<file path="config.mk">
export PLATFORM = sky130hd
export DESIGN_NAME = nlms_seq_ctrl
export DESIGN_NICKNAME = d
export VERILOG_FILES = /design/src/rtl/nlms_pkg.sv /design/src/rtl/nlms_idx_counter.sv /design/src/rtl/nlms_seq_ctrl.sv
export SDC_FILE = /design/constraint.sdc
export NUM_CORES = 1
export LEC_CHECK = 0
export BUFFER_PORTS_ARGS = -buffer_cell sky130_fd_sc_hd__buf_2
export CAP_MARGIN = 10
export CELL_PAD_IN_SITES_DETAIL_PLACEMENT = 0
export CELL_PAD_IN_SITES_GLOBAL_PLACEMENT = 2
export CORE_UTILIZATION = 28
export DETAILED_ROUTE_END_ITERATION = 10
export HOLD_SLACK_MARGIN = 0.12
export PLACE_DENSITY = 0.86
export REMOVE_ABC_BUFFERS = 1
export SETUP_SLACK_MARGIN = 0.05
export SYNTH_ARGS = -nofsm -noshare
export SYNTH_HDL_FRONTEND = slang
export SYNTH_SLANG_ARGS = --single-unit
</file>
<file path="constraint.sdc">
create_clock -name clk -period 2 [get_ports clk]
set_clock_uncertainty 0.2 [all_clocks]
set_input_delay 0.1 -clock clk [delete_from_list [all_inputs] [get_ports clk]]
set_output_delay 0.1 -clock clk [all_outputs]
set_load 0.01 [all_outputs]
</file>
<file path="src/rtl/nlms_pkg.sv">
// NLMS sequencer shared types and helpers.
// State encoding, operation codes and count clamping.
package nlms_pkg;

    typedef enum logic [2:0] {
        S_IDLE,
        S_PUSH,
        S_FILT,
        S_DRAIN,
        S_ERR,
        S_UPD,
        S_WRITE,
        S_DONE
    } state_e;

    localparam logic [1:0] OP_FILT = 2'b00;
    localparam logic [1:0] OP_NLMS = 2'b01;

    // Largest count a buffer of 2**log2_lim entries can hold.
    function automatic logic [16:0] cnt_limit(
        input int unsigned log2_lim
    );
        return 17'd1 << log2_lim;
    endfunction

    // Saturate a requested count at the buffer limit.
    function automatic logic [16:0] clamp_cnt(
        input logic [15:0] cnt,
        input int unsigned log2_lim
    );
        logic [16:0] lim;
        lim = cnt_limit(log2_lim);
        return ({1'b0, cnt} > lim) ? lim : {1'b0, cnt};
    endfunction

endpackage

</file>
<file path="src/rtl/nlms_idx_counter.sv">
// Loadable up-counter with clear, enable and terminal flag.
// tc is high while the count equals the programmed last value.
module nlms_idx_counter #(
    parameter int W = 4
) (
    input  logic         clk,
    input  logic         rst_n,
    input  logic         clr,
    input  logic         ld,
    input  logic [W-1:0] ld_val,
    input  logic         en,
    input  logic [W-1:0] last,
    output logic [W-1:0] cnt,
    output logic         tc
);

    logic [W-1:0] cnt_q;
    logic [W-1:0] cnt_d;

    // Clear beats load beats increment.
    always_comb begin
        cnt_d = cnt_q;
        if (clr) begin
            cnt_d = '0;
        end else if (ld) begin
            cnt_d = ld_val;
        end else if (en) begin
            cnt_d = cnt_q + W'(1);
        end
    end

    // Count register.
    always_ff @(posedge clk or negedge rst_n) begin
        if (!rst_n) begin
            cnt_q <= '0;
        end else begin
            cnt_q <= cnt_d;
        end
    end

    assign cnt = cnt_q;
    assign tc  = (cnt_q == last);

endmodule

</file>
<file path="src/rtl/nlms_seq_ctrl.sv">
// NLMS filter/adapt sequencer: per-sample push, MAC, drain,
// optional error and update passes, then result write.
module nlms_seq_ctrl
    import nlms_pkg::*;
#(
    parameter int LOG2_X_D_BUFF_HEIGHT = 7,
    parameter int LOG2_H_BUFF_HEIGHT   = 7,
    parameter int LOG2_NUM_MULS        = 2,
    parameter int MAC_LATENCY          = 2
) (
    input  logic                                        clk,
    input  logic                                        rst_n,
    input  logic                                        start,
    input  logic                                        abort,
    input  logic [1:0]                                  operation,
    input  logic [15:0]                                 x_samples_count,
    input  logic [15:0]                                 h_blocks_count,
    output logic [LOG2_X_D_BUFF_HEIGHT-1:0]             x_idx,
    output logic [LOG2_H_BUFF_HEIGHT-LOG2_NUM_MULS-1:0] h_blk_idx,
    output logic                                        fifo_push,
    output logic                                        mac_clr,
    output logic                                        mac_en,
    output logic                                        err_calc,
    output logic                                        upd_en,
    output logic                                        out_we,
    output logic                                        busy,
    output logic                                        done,
    output logic                                        cfg_err
);

    localparam int XW = LOG2_X_D_BUFF_HEIGHT;
    localparam int HW = LOG2_H_BUFF_HEIGHT - LOG2_NUM_MULS;
    localparam int DW = (MAC_LATENCY > 1) ? $clog2(MAC_LATENCY) : 1;

    state_e        state_q, state_d;
    logic [1:0]    op_q, op_d;
    logic [XW-1:0] samp_last_q, samp_last_d;
    logic [HW-1:0] blk_last_q, blk_last_d;
    logic          cfg_err_q, cfg_err_d;
    logic [DW-1:0] drain_q, drain_d;

    logic [16:0]   samp_cl;
    logic [16:0]   blk_cl;
    logic          x_ld, x_en, x_clr;
    logic          blk_run;
    logic          samp_tc, blk_tc;
    logic [XW-1:0] x_cnt;
    logic [HW-1:0] h_cnt;

    logic fifo_push_q, mac_clr_q, mac_en_q, err_calc_q;
    logic upd_en_q, out_we_q, busy_q, done_q;

    assign samp_cl = clamp_cnt(x_samples_count, XW);
    assign blk_cl  = clamp_cnt(h_blocks_count, HW);

    // Next-state, config latch and sample counter controls.
    always_comb begin
        state_d     = state_q;
        op_d        = op_q;
        samp_last_d = samp_last_q;
        blk_last_d  = blk_last_q;
        cfg_err_d   = cfg_err_q;
        x_ld        = 1'b0;
        x_en        = 1'b0;
        unique case (state_q)
            S_IDLE: begin
                if (start && !abort) begin
                    op_d        = operation;
                    samp_last_d = XW'(samp_cl - 17'd1);
                    blk_last_d  = HW'(blk_cl - 17'd1);
                    x_ld        = 1'b1;
                    if (operation[1]) begin
                        cfg_err_d = 1'b1;
                        state_d   = S_DONE;
                    end else begin
                        cfg_err_d = 1'b0;
                        if (samp_cl == '0 || blk_cl == '0) begin
                            state_d = S_DONE;
                        end else begin
                            state_d = S_PUSH;
                        end
                    end
                end
            end
            S_PUSH: state_d = S_FILT;
            S_FILT: begin
                if (blk_tc) state_d = S_DRAIN;
            end
            S_DRAIN: begin
                if (drain_q == DW'(MAC_LATENCY - 1)) begin
                    state_d = (op_q == OP_NLMS) ? S_ERR : S_WRITE;
                end
            end
            S_ERR: state_d = S_UPD;
            S_UPD: begin
                if (blk_tc) state_d = S_WRITE;
            end
            S_WRITE: begin
                if (samp_tc) begin
                    state_d = S_DONE;
                end else begin
                    x_en    = 1'b1;
                    state_d = S_PUSH;
                end
            end
            S_DONE: state_d = S_IDLE;
            default: state_d = S_IDLE;
        endcase
        if (abort && state_q != S_IDLE) begin
            state_d = S_IDLE;
            x_en    = 1'b0;
        end
    end

    assign x_clr   = (state_d == S_IDLE) || (state_d == S_DONE);
    assign blk_run = (state_d == state_q) &&
                     (state_q == S_FILT || state_q == S_UPD);

    // Drain cycle counter, restarted on every entry to DRAIN.
    always_comb begin
        drain_d = '0;
        if (state_d == S_DRAIN && state_q == S_DRAIN) begin
            drain_d = drain_q + DW'(1);
        end
    end

    // State, latched config and sticky error.
    always_ff @(posedge clk or negedge rst_n) begin
        if (!rst_n) begin
            state_q     <= S_IDLE;
            op_q        <= '0;
            samp_last_q <= '0;
            blk_last_q  <= '0;
            cfg_err_q   <= 1'b0;
            drain_q     <= '0;
        end else begin
            state_q     <= state_d;
            op_q        <= op_d;
            samp_last_q <= samp_last_d;
            blk_last_q  <= blk_last_d;
            cfg_err_q   <= cfg_err_d;
            drain_q     <= drain_d;
        end
    end

    // Strobes decoded from the next state and registered.
    always_ff @(posedge clk or negedge rst_n) begin
        if (!rst_n) begin
            fifo_push_q <= 1'b0;
            mac_clr_q   <= 1'b0;
            mac_en_q    <= 1'b0;
            err_calc_q  <= 1'b0;
            upd_en_q    <= 1'b0;
            out_we_q    <= 1'b0;
            busy_q      <= 1'b0;
            done_q      <= 1'b0;
        end else begin
            fifo_push_q <= (state_d == S_PUSH);
            mac_clr_q   <= (state_d == S_PUSH);
            mac_en_q    <= (state_d == S_FILT);
            err_calc_q  <= (state_d == S_ERR);
            upd_en_q    <= (state_d == S_UPD);
            out_we_q    <= (state_d == S_WRITE);
            busy_q      <= (state_d != S_IDLE) &&
                           (state_d != S_DONE);
            done_q      <= (state_d == S_DONE);
        end
    end

    nlms_idx_counter #(.W(XW)) u_samp_cnt (
        .clk    (clk),
        .rst_n  (rst_n),
        .clr    (x_clr),
        .ld     (x_ld),
        .ld_val ('0),
        .en     (x_en),
        .last   (samp_last_q),
        .cnt    (x_cnt),
        .tc     (samp_tc)
    );

    nlms_idx_counter #(.W(HW)) u_blk_cnt (
        .clk    (clk),
        .rst_n  (rst_n),
        .clr    (!blk_run),
        .ld     (1'b0),
        .ld_val ('0),
        .en     (blk_run),
        .last   (blk_last_q),
        .cnt    (h_cnt),
        .tc     (blk_tc)
    );

    assign x_idx     = x_cnt;
    assign h_blk_idx = h_cnt;
    assign fifo_push = fifo_push_q;
    assign mac_clr   = mac_clr_q;
    assign mac_en    = mac_en_q;
    assign err_calc  = err_calc_q;
    assign upd_en    = upd_en_q;
    assign out_we    = out_we_q;
    assign busy      = busy_q;
    assign done      = done_q;
    assign cfg_err   = cfg_err_q;

endmodule
</file>
Word-level counts from Yosys, hierarchy flattened
Cells that the tools add are included.
W data, S select, Z words.
{"block": "classes", "addsub": 5, "mul": 0, "div": 0, "order_cmp": 2, "eq_ne": 19, "shifts": 0, "mux": 23, "n_bitwise": 0, "n_reduce_logical": 17}
{"cell": "$logic_not A17 Y1", "count": 2}
{"cell": "$mux W16", "count": 2}
{"cell": "$eq A3 B3 Y1 const B", "count": 8}
{"cell": "$mux W3", "count": 8}
{"cell": "$pmux W3 S8", "count": 1}
{"cell": "$mux W7", "count": 3}
{"cell": "$gt A16 B6 Y1 const B", "count": 1}
{"cell": "$gt A16 B8 Y1 const B", "count": 1}
{"cell": "$eq A3 B2 Y1 const B", "count": 4}
{"cell": "$reduce_bool A3 Y1", "count": 3}
{"cell": "$add A7 B1 Y7 const B", "count": 1}
{"cell": "$eq A7 B7 Y1", "count": 1}
{"cell": "$mux W1", "count": 7}
{"cell": "$sub A7 B1 Y7 const B", "count": 1}
{"cell": "$eq A3 B1 Y1 const B", "count": 2}
{"cell": "$logic_not A3 Y1", "count": 2}
{"cell": "$add A5 B1 Y5 const B", "count": 1}
{"cell": "$eq A5 B5 Y1", "count": 1}
{"cell": "$logic_and A1 B1 Y1", "count": 5}
{"cell": "$mux W5", "count": 1}
{"cell": "$sub A5 B1 Y5 const B", "count": 1}
{"cell": "$eq A3 B3 Y1", "count": 1}
{"cell": "$logic_or A1 B1 Y1", "count": 3}
{"cell": "$ne A3 B3 Y1 const B", "count": 1}
{"cell": "5 further kinds", "count": 5}
{"block": "totals", "ff_bits": 38, "latchBits": 0, "ramBits": 0, "romBits": 0, "word_cells": 81, "memories": 0}

Depth between registers and ports, before layout
{"block": "depth", "ltp_word": 12, "ltp_mapped": 12, "ltp_nobuf": 11}

Modules after synthesis
A second synthesis with hierarchy kept.
{"block": "unflattened", "hier_cells": 249, "hier_area_um2": 2296.0}
{"module": "nlms_seq_ctrl", "n_inst": 1, "cells_each": 164, "area_per_inst_um2": 1502.7, "seq_area_each_um2": 625.6}
{"module": "nlms_idx_counter at u_samp_cnt", "n_inst": 1, "cells_each": 50, "area_per_inst_um2": 457.9, "seq_area_each_um2": 175.2}
{"module": "nlms_idx_counter at u_blk_cnt", "n_inst": 1, "cells_each": 35, "area_per_inst_um2": 335.3, "seq_area_each_um2": 125.1}

Worst setup path after synthesis
No wires, ideal clock.
{"block": "synth_path", "path_type": "in2reg", "from": "input port x_samples_count[2]", "to": "register busy_q, in the netlist busy", "setup_ns": 0.086, "arrival_time_ns": 2.770, "required_time_ns": 1.714, "slack_ns": -1.056, "stages": 12, "path_buffers": 1, "cell_sequence": "or4_4 > or4_4 > a211oi_2 > buf_6 > nand2_1 > ha_1 > or3b_2 > nor4_1 > nor3_1 > o211ai_2 > and4_1 > nor3_1"}
{"block": "synth_between", "elab_chain_cells": 11, "word_cells_on_any_way": 12, "cone_classes": "1 x order compare; 1 x eq/ne; 6 x mux; 4 x reduce/logical"}
{"item": "start, declared", "line": "nlms_seq_ctrl.sv:16", "rtl": "input logic [15:0] x_samples_count,"}
{"item": "$gt A16 B8 Y1", "line": "nlms_pkg.sv:33", "rtl": "return ({1'b0, cnt} > lim) ? lim : {1'b0, cnt};"}
{"item": "$mux W16 *", "line": "nlms_pkg.sv:33"}
{"item": "$logic_not A17 Y1 *", "line": "nlms_seq_ctrl.sv:77", "rtl": "if (samp_cl == '0 || blk_cl == '0) begin"}
{"item": "$logic_or A1 B1 Y1 *", "line": "nlms_seq_ctrl.sv:77"}
{"item": "$mux W3 *", "line": "nlms_seq_ctrl.sv:77"}
{"item": "$mux W3 *", "line": "nlms_seq_ctrl.sv:72", "rtl": "if (operation[1]) begin"}
{"item": "$mux W3 *", "line": "nlms_seq_ctrl.sv:67", "rtl": "if (start && !abort) begin"}
{"item": "$pmux W3 S8 *", "line": "nlms_seq_ctrl.sv:65", "rtl": "unique case (state_q)"}
{"item": "$mux W3 *", "line": "nlms_seq_ctrl.sv:109", "rtl": "if (abort && state_q != S_IDLE) begin"}
{"item": "$ne A3 B3 Y1 / $reduce_bool A3 Y1 (equally long branches)", "line": "nlms_seq_ctrl.sv:165, nlms_seq_ctrl.sv:164"}
{"item": "$logic_and A1 B1 Y1 *", "line": "nlms_seq_ctrl.sv:164", "rtl": "busy_q <= (state_d != S_IDLE) &&"}
{"item": "end signal, assigned", "line": "nlms_seq_ctrl.sv:164"}
{"item": "end, declared", "line": "nlms_seq_ctrl.sv:51", "rtl": "logic upd_en_q, out_we_q, busy_q, done_q;"}
Mark *: on every way between the ends. The rest lies on a longest branch, timed or not.
A chain may end at the register's enable or synchronous reset.

Worst setup path after layout
{"block": "layout_path", "from": "input port x_samples_count[5]", "to": "register busy_q, in the netlist busy"}
Same word-level chain as after synthesis.

==> results.md <==
- Status: finished with violations
- Violated checks: setup timing
- #FFs+latches synth: 37
- Total power draw: 2.01 mW
- Total Routing Usage GR: 16.3%
- Type of origin of the critical path: input port
- Vias in the first global route: 2382
- Post-synth top area share: 41.5%
- Area of the multi-input gates: 0.00152 sq mm
- Min Clock Period, post-route: 2.74 ns
- Worst min path class: in -> reg
- PnR worst setup slack: -0.741 ns
- PD cells: 548 mW/mm^2
- Final period util: 137%
- Final Max Tran Viols: 0
- Clock transition at path regs: 0.07 ns
- Worst setup startpoint: x_samples_count[5]
- CP required: 1.98 ns
- Worst-Margin Slew: 0.803 ns
- Diode count: 0
- Crit path max fanout: 3
- Top post-synthesis cells by count: 37 x dfrtp_1, 30 x nand2_1, 22 x xor2_1
- Hold path start: h_blocks_count[1]
- Final Hold Fails: 0
- TritonCTS clock tree: done
- GR met1 Demand/Resource: 21.7%
- Drc violations: 0
- Worst R2R Setup Slack: -0.24 ns
- Routed len/inst: 12.6 microns
- Die ar.: 0.00832 sq mm
- CTS Root Cell: clkbuf_8
- Post-DP HPWL: 4.55 mm
- Port buffer count: 58
- Post-synth EDFFs: 0
- Distinct cells, synth: 49
- Row cnt: 32
- WS Path Type: in -> reg
- GR Util met2: 27.6%
- GR Overflow Total: 0
- CTS Buf Count: 5
- Chip width: 91.2 microns
- IR Drop Worst-Case VDD: 0.000328 V
- Vias per cell: 4.73
- Seq/Total Area, Yosys: 41.5%
- Initial drt markers: 83
- Die H: 91.2 microns
- Fill cell count: 766
- Cell with the most instances after synthesis: dfrtp_1
- Layout Nets: 428
- RSZ-0062 raised after global routing: true
- Post-Route WL: 6.15 mm
- Main flop type after synthesis: dfrtp_1
- YS warnings: 0
- Reg2Reg Capture Point: mac_en
- Max-cap violations: 0
- Slew HR: 46.5%
- Initial antenna violation count: 0
- RePlAce Congestion: 0.766
- R2R cell count: 7
- Final ANT Viol Nets: 0
- Post-synth top area cell: dfrtp_1
- Largest net degree at the start of global routing: 38
- Finish-stage setup viols: 24
- Endpoint, Worst Hold: blk_last_q[1]
- Crit end category: flop
- CTS max path bufs: 2
- Critical Path AT: 2.72 ns
- Hold depth: 4
- Share of layout cells above drive strength 1: 46.1%
- Storage element area: 926 sq um
- Boundary Pins: 59
- GRT met3 Usage: 2.43%
- R2r startpoint: state_q[0]
- Cts hold-fix bufs: 13
- Post-synthesis cell area: 0.00223 sq mm
- CTS Sinks: 37
- Most area-consuming cells after synthesis: dfrtp_1 42%, xor2_1 8.6%, nand2_1 5.1%
- Layout area overhead: 65.0%
- Routed via count: 2307
- Skew-Pair Late Insertion Delay: 0.29 ns
- Gate Count Post-Synth: 246
- Gr busiest metal: met2
- Leak: 1.68 nW
- Avg Inst Size Synth: 9.06 sq um
- Setup TNS: -15.69 ns
- First-pass GRT wire length: 11.0 mm
- Area of the core: 0.00773 sq mm
- Async SR Flop Fraction: 100%
- Max Fclk: 365 MHz
- H-tree depth: 2
- Initial Util: 28.8%
- DRT Pass-1 Iters: 4
[worst max-delay path, cell delays in order]
cell      delay (ns)
buf_6           0.09
or4_4           0.52
or4_4           0.44
a211oi_4        0.28
nand2_1         0.11
ha_2            0.18
or3b_4          0.23
nor4_4          0.04
nor3_2          0.15
buf_4           0.16
o211ai_4        0.09
buf_6           0.15
nor3_4          0.11
nor3_2          0.06
[where the power goes]
group	internal, mW	total (mW)	switching (mW)	leakage [nW]
combinational	0.323	0.633	0.310	1.17
clock	0.241	0.502	0.261	0.0450
sequential	0.824	0.878	0.0546	0.465
[timing repair]
item / in CTS / in global routing
pin swaps: 24 / 18
buffers inserted: 9 / 2
setup endpoints to repair: 33 / 34
gates resized for setup: 39 / 27
hold endpoints to repair: 51 / 1
gates cloned: 1 / 0
[cell usage in the layout, fill, tap and decap left out, types with 3 or more instances in the layout]
| cell type | n |
|---|---|
| xor2_1 | 22 |
| nand4_1 | 3 |
| o21ai_0 | 5 |
| buf_6 | 9 |
| o21ai_1 | 4 |
| dlygate4sd3_1 | 13 |
| dfrtp_1 | 37 |
| inv_1 | 5 |
| clkbuf_8 | 5 |
| and4_1 | 3 |
| nand3_1 | 8 |
| nor3_2 | 4 |
| buf_4 | 61 |
| nand2_1 | 29 |
| nor2_1 | 20 |
| nor4_4 | 4 |
| buf_2 | 57 |
| a21oi_2 | 3 |
| xnor2_1 | 4 |
| a31oi_1 | 6 |
| nor3_1 | 7 |
| nor4_1 | 4 |
| a21oi_1 | 12 |
| ha_1 | 3 |
[flip-flops by register name, summed over array words and instances, names as in the netlist]
name,count
samp_last_q,7
u_samp_cnt.cnt,7
blk_last_q,5
u_blk_cnt.cnt,5
state_q,3
op_q,2
busy,1
done,1
drain_q,1
err_calc,1
mac_clr,1
mac_en,1
out_we,1
upd_en,1
[per-layer routing]
metal | vias up | share of wire (%)
met1 | 1076 | 46
met5 | - | 0
met2 | 57 | 49
met3 | 10 | 3.7
li1 | 1164 | -
met4 | 0 | 1.5
[logic make-up after synthesis]
logic type	after synthesis	synth area share (%)
xor gates and xnor gates	26	10.2
buffers and inverters	15	3.03
and+or+nand+nor	112	26.3
AOI/OAI and AO/OA	50	15.6
muxes	1	0.449
DFF	37	41.5
adders and majority gates	5	2.81
[stage by stage]
step	util, %	worst slack, ns	hold slack, ns	std cells	instance area, sq um
2_1_floorplan	-	-1.29	-0.396	237	2180
3_3_place_gp	40.3	-1.14	0.0296	464	3120
3_5_place_dp	40.3	-1.23	0.0349	464	3120
4_1_cts	46.1	-0.808	0.000186	490	3560
5_1_grt	47.6	-0.856	0.0487	488	3680
6_report	47.6	-0.741	0.0227	488	3680
[worst max-delay path by stage]
stage,end,slack (ns),cells after the start
floorplan,busy,-1.29,11
global placement,u_blk_cnt.cnt[2],-1.14,14
detailed placement,mac_en,-1.23,13
CTS,upd_en,-0.81,13
global route,busy,-0.86,14
finish,busy,-0.74,14
[final cells by class]
| cell class | count | area share, % |
|---|---|---|
| Inverter | 6 | 0.612 |
| Sequential cell | 37 | 25.2 |
| Clock inverter | 2 | 0.272 |
| Multi-Input combinational cell | 194 | 41.4 |
| Timing Repair Buffer | 141 | 27.0 |
| Tap cell | 102 | 3.47 |
| Clock buffer | 6 | 1.97 |
(Power assumes the default switching activity.)
